==> src/rtl/stream_xbar_param.sv <==
// Parameterised stream crossbar. Every output owns a one-entry buffer
// that is fed from the input chosen by its select field. An input
// fires only when every output selecting it can take the word, so a
// word shared by several outputs reaches all of them or none of them.
// A new select vector is held in a pending register and committed
// only after all buffers have emptied. The override inputs redirect
// every output at once and do not touch the committed vector.
module stream_xbar_param #(
  parameter int N_IN      = 4,
  parameter int N_OUT     = 4,
  parameter int BIT_WIDTH = 32,
  localparam int SEL_W    = (N_IN > 1) ? $clog2(N_IN) : 1,
  localparam int CFG_W    = N_OUT * SEL_W
) (
  input  logic                       clk,
  input  logic                       reset,
  input  logic [N_IN*BIT_WIDTH-1:0]  recv_msg,
  input  logic [N_IN-1:0]            recv_val,
  output logic [N_IN-1:0]            recv_rdy,
  output logic [N_OUT*BIT_WIDTH-1:0] send_msg,
  output logic [N_OUT-1:0]           send_val,
  input  logic [N_OUT-1:0]           send_rdy,
  input  logic [CFG_W-1:0]           cfg_msg,
  input  logic                       cfg_val,
  output logic                       cfg_rdy,
  input  logic                       override_en,
  input  logic [SEL_W-1:0]           override_sel,
  output logic                       busy
);

  typedef enum logic {RUN = 1'b0, DRAIN = 1'b1} state_t;

  // Reset value of the select vector: output j listens to input j mod N_IN.
  function automatic logic [CFG_W-1:0] reset_cfg();
    logic [CFG_W-1:0] v;
    v = '0;
    for (int j = 0; j < N_OUT; j++) begin
      v[j*SEL_W +: SEL_W] = SEL_W'(j % N_IN);
    end
    return v;
  endfunction

  localparam logic [CFG_W-1:0] RESET_CFG = reset_cfg();

  state_t               state, state_next;
  logic [CFG_W-1:0]     cfg_q, pend_q;
  logic                 pend_load, cfg_commit;
  logic [N_OUT-1:0]     full_q;
  logic [BIT_WIDTH-1:0] data_q   [N_OUT];
  logic [BIT_WIDTH-1:0] cap_data [N_OUT];
  logic [SEL_W-1:0]     sel      [N_OUT];
  logic [N_OUT-1:0]     out_en, can_acc, load;
  logic [N_IN-1:0]      rdy_int, fire;
  logic                 drain_done;

  // Effective select per output; an out-of-range index disables that output.
  always_comb begin
    for (int j = 0; j < N_OUT; j++) begin
      sel[j]     = override_en ? override_sel : cfg_q[j*SEL_W +: SEL_W];
      out_en[j]  = (32'(sel[j]) < N_IN);
      can_acc[j] = !full_q[j] || send_rdy[j];
    end
  end

  // An input is ready only in RUN, only if something listens to it, and only if all listeners can accept.
  always_comb begin
    rdy_int = '0;
    for (int i = 0; i < N_IN; i++) begin
      logic hit;
      logic ok;
      hit = 1'b0;
      ok  = 1'b1;
      for (int j = 0; j < N_OUT; j++) begin
        if (out_en[j] && (32'(sel[j]) == i)) begin
          hit = 1'b1;
          if (!can_acc[j]) ok = 1'b0;
        end
      end
      rdy_int[i] = (state == RUN) && hit && ok;
    end
  end

  assign recv_rdy   = rdy_int;
  assign fire       = recv_val & rdy_int;
  assign drain_done = &can_acc;

  // Per-output capture strobe and data mux driven by the input that fired.
  always_comb begin
    for (int j = 0; j < N_OUT; j++) begin
      load[j]     = 1'b0;
      cap_data[j] = '0;
      for (int i = 0; i < N_IN; i++) begin
        if (32'(sel[j]) == i) begin
          cap_data[j] = recv_msg[i*BIT_WIDTH +: BIT_WIDTH];
          if (out_en[j] && fire[i]) load[j] = 1'b1;
        end
      end
    end
  end

  // Next-state logic: capture a config in RUN, commit it once the buffers are empty.
  always_comb begin
    state_next = state;
    pend_load  = 1'b0;
    cfg_commit = 1'b0;
    case (state)
      RUN: begin
        if (cfg_val) begin
          pend_load  = 1'b1;
          state_next = DRAIN;
        end
      end
      DRAIN: begin
        if (drain_done) begin
          cfg_commit = 1'b1;
          state_next = RUN;
        end
      end
      default: state_next = RUN;
    endcase
  end

  assign cfg_rdy = (state == RUN);
  assign busy    = (state == DRAIN);

  // State, pending and committed configuration registers.
  always_ff @(posedge clk or negedge reset) begin
    if (!reset) begin
      state  <= RUN;
      cfg_q  <= RESET_CFG;
      pend_q <= RESET_CFG;
    end else begin
      state <= state_next;
      if (pend_load)  pend_q <= cfg_msg;
      if (cfg_commit) cfg_q  <= pend_q;
    end
  end

  // Output buffers: a dequeue and a new capture can happen on the same edge.
  always_ff @(posedge clk or negedge reset) begin
    if (!reset) begin
      full_q <= '0;
      for (int j = 0; j < N_OUT; j++) data_q[j] <= '0;
    end else begin
      full_q <= load | (full_q & ~send_rdy);
      for (int j = 0; j < N_OUT; j++) begin
        if (load[j]) data_q[j] <= cap_data[j];
      end
    end
  end

  // Pack the buffers onto the output bus.
  always_comb begin
    send_msg = '0;
    for (int j = 0; j < N_OUT; j++) begin
      send_msg[j*BIT_WIDTH +: BIT_WIDTH] = data_q[j];
    end
  end

  assign send_val = full_q;

endmodule

==> config.mk <==
export PLATFORM = sky130hd
export DESIGN_NAME = stream_xbar_param
export DESIGN_NICKNAME = d
export VERILOG_FILES = /design/src/rtl/stream_xbar_param.sv
export SDC_FILE = /design/constraint.sdc
export NUM_CORES = 1
export LEC_CHECK = 0
export BUFFER_PORTS_ARGS = -buffer_cell sky130_fd_sc_hd__buf_2
export CAP_MARGIN = 20
export CORE_ASPECT_RATIO = 1.25
export CORE_UTILIZATION = 35
export DETAILED_ROUTE_END_ITERATION = 10
export GPL_ROUTABILITY_DRIVEN = 0
export GPL_TIMING_DRIVEN = 0
export SETUP_SLACK_MARGIN = 0.05
export SYNTH_ARGS = -nofsm -noshare
export SYNTH_HDL_FRONTEND = slang
export SYNTH_SLANG_ARGS = --single-unit
==> constraint.sdc <==
create_clock -name clk -period 3.45 [get_ports clk]
set_clock_uncertainty 0.05 [all_clocks]
set_input_delay 0.69 -clock clk [delete_from_list [all_inputs] [get_ports clk]]
set_output_delay 0.69 -clock clk [all_outputs]
set_load 0.01 [all_outputs]
==> flow_summary.yaml <==
setup_path:
  crit_type: "in -> out"
  crit_arrival_ns: 2.50
  slowest_stage: "a221oi_2"
  crit_path_end_kind: "output pin"
  start_kind: "primary input"
  crit_family: "simple AND/OR/NAND/NOR gates"
  cp_cell_sequence: "buf_2 > buf_4 > clkbuf_2 > nor3_1 > nor3_1 > a221oi_2 > nor4b_1 > buf_2"
  required_ns: 2.71
  critPathMaxFanout: 10
  slowest_delay_ns: 0.39
  crit_buf_inv: 4
clocking:
  clk_pin_slew_ns: 0.06
  numCtsBuffers: 17
  cts_sinks: 149
  cts_hold_buf: 0
  cts-root-buf: "clkbuf_16"
  clk_path_buf_depth: 2
  cts_tree: "done"
  clock_latency_ns: 0.43
  htreeDepth: 4
route:
  via_per_inst: 5.52
  drt_iter0_drc: 247
  via_count: 6950
  drt_wl_total_mm: 29.9
  first_pass_iters: 4
  drc: 0
  ant_nets: 0
  post_drt_wl_per_cell_um: 23.7
floorplanning:
  rows: 67
  die_area_um2: 28200
  initial_core_util_pct: 35.8
  die_x_um: 150
  coreArea_um2: 26900
  io_pins: 288
  die_h_um: 188
power_and_ir_drop:
  p_int_mw: 7.08
  peakVddDrop_v: 0.000458
  clkPwrFrac_pct: 18.5
  combPwrFrac_pct: 51.9
  fin_total_pwr_mw: 11.0
  power_density_nw_per_um2: 904
  cellLeakagePower_nw: 5.27
  seqPwrFrac_pct: 29.6
  swShare_pct: 35.9
  p_sw_mw: 3.96
sta:
  worst_pin_slew_ns: 0.933
  setup_viol_count_final: 0
  fin_crit_sh_pct: 93.9
  rsz0062_at_grt: "no"
  fmax_ghz: 0.309
  fin_crit_ns: 3.24
  drv_slew: 0
  hold_violations: 0
  layout_setup_ws_ns: 0.210
  slew_headroom_pct: 37.8
finish:
  fin_nets: 1046
  final_layout_size_suffix_gt1_share_pct: 71.9
  fin_util_pct: 45.4
  syn_to_final_growth_pct: 26.8
placed_design:
  place_ws_ns: -0.556
  portBuffers: 285
  hpwl_mm: 21.2
logic_synthesis:
  ys_top_cells_by_area: "dfrtp_1, mux4_2, mux2_2"
  ys_warn_count: 0
  synth_top_area_share_pct: 36.6
  ys_seq_area_share_pct: 38.8
  synthesis.nets: 740
  synth_cell_types: 45
  syn-cell-area_um2: 9640
  synthArstFlopShare_pct: 100
  synth_edf_count: 0
  synthCells: 590
  ys.flop_type: "dfrtp_1"
  synth_seq_cells: 149
  synth_top_cell_by_area: "dfrtp_1"
  avgSynthCellArea_um2: 16.3
global_route:
  grt_pass1_wl_mm: 45.0
  grtUsageMet2_pct: 37.4
  busiest_layer: "met2"
  met1_usage_pct: 27.1
  grt_util_met3_pct: 4.53
  grtUsageTotal_pct: 21.8
  antenna_found_initial: 3
  grt_pass1_vias: 7267
  grt_max_degree: 80
  overflow: 0
hold_path:
  hold_path.class: "in -> async"
run:
  maxCapViolCount: 0
outcome:
  status: "finished, final reports clean"
-- synth_stat cells (7+ instances only) --
| cell | instances |
|---|---|
| nor4_1 | 8 |
| o21ba_2 | 9 |
| mux2_2 | 86 |
| clkbuf_1 | 16 |
| buf_2 | 10 |
| dfstp_2 | 8 |
| o21ai_0 | 9 |
| buf_6 | 9 |
| nor3b_1 | 7 |
| mux2i_1 | 8 |
| nand2b_1 | 7 |
| mux4_2 | 128 |
| nor3_1 | 13 |
| dfrtp_1 | 141 |
| buf_4 | 9 |
| mux2_4 | 58 |
| nand2_1 | 13 |
-- worst register-to-register path, cell delays in order, from the launching register on --
cell and delay [ns]:
dfstp_2 0.58, or3b_1 0.38, and2_4 0.19, a311o_1 0.31, or4b_4 0.59, o2111ai_4 0.42, buf_6 0.28, mux2_4 0.32
-- layout by cell type (no fill, tap or decap), types with 3 or more instances in the layout --
master / count
dfrtp_1: 141
clkinvlp_4: 3
nor3_1: 13
buf_4: 9
o211ai_1: 3
mux2_4: 58
dfstp_2: 8
o21ai_0: 9
clkbuf_16: 17
mux4_2: 128
o21ba_2: 9
nor3b_2: 4
clkbuf_1: 15
clkbuf_2: 6
a21oi_1: 3
mux2_2: 86
nand2_1: 13
mux2i_1: 8
nor4b_1: 4
and3b_1: 4
diode_2: 4
nor4_1: 8
bufinv_16: 4
nor3b_1: 4
buf_2: 294
nor2_1: 4
buf_6: 9
nand2b_1: 7
-- layer usage --
| metal | share of wire [%] | vias to the layer above | wire length, µm |
|---|---|---|---|
| met3 | 5.8 | 30 | 1720 |
| met5 | 0 | - | 0 |
| met4 | 1.9 | 0 | 576 |
| met2 | 53 | 246 | 15800 |
| li1 | - | 3033 | - |
| met1 | 39 | 3641 | 11800 |
-- metrics by stage --
stage | cells | area, µm² | TNS, ns | hold WS [ns]
after floorplan | 590 | 9640 | 0 | 0.344
after global placement | 1220 | 11500 | -142.45 | 0.436
after detailed placement | 1222 | 11500 | -26.31 | 0.439
after CTS | 1254 | 12200 | 0 | 0.181
after global routing | 1257 | 12200 | 0 | 0.205
final | 1258 | 12200 | 0 | 0.154
-- cells by family after synthesis --
| kind of cell | share of synthesized area, % |
|---|---|
| buffers and inverters | 3.06 |
| flip-flops | 38.8 |
| AO/OA/AOI/OAI | 3.06 |
| AND/OR/NAND/NOR | 5.25 |
| multiplexers | 49.8 |
-- final cells by class --
type / count / area (µm²)
antenna: 4 / 10.0
buffer: 46 / 299
clock buffer: 24 / 472
clock inverter: 8 / 151
fill: 2444 / 14700
inverter: 1 / 3.75
multi-input combinational: 394 / 5630
sequential: 149 / 3740
tap: 345 / 432
timing repair buffer: 287 / 1480
-- power groups by stage --
stage	Clock, mW	Sequential, mW	Combinational [mW]
5_1_grt	2.16	3.38	6.13
3_5_place_dp	0	3.27	5.80
2_1_floorplan	0	3.57	3.47
4_1_cts	2.09	3.26	5.81
6_report	2.05	3.26	5.73
3_3_place_gp	0	3.25	5.71
-- path summary, 6_finish.rpt --
check | start | endpoint | slack, ns | cells after the start
setup / recovery | override_en | recv_rdy[0] | 0.21 | 8
hold / removal | reset | busy | 0.15 | 1
setup reg to reg | cfg_q[2] | send_msg[53] | 0.22 | 7
hold reg to reg | send_msg[21] | send_msg[21] | 0.45 | 1
max in group asynchronous | reset | send_msg[53] | 2.39 | 2
min in group clk | cfg_val | busy | 0.44 | 2
-- flip-flops by register name, summed over array words and instances (netlist names) --
| register | flops |
|---|---|
| send_msg | 128 |
| send_val | 4 |
| pend_q | 8 |
| busy | 1 |
| cfg_q | 8 |
-- timing repair --
action / CTS / global route
endpoints found under the hold margin: 0 / 0
setup endpoints to repair: 36 / 13
buffers inserted: 0 / 0
gates resized for setup: 5 / 10
No activity file was read; power rests on OpenSTA's default activity.
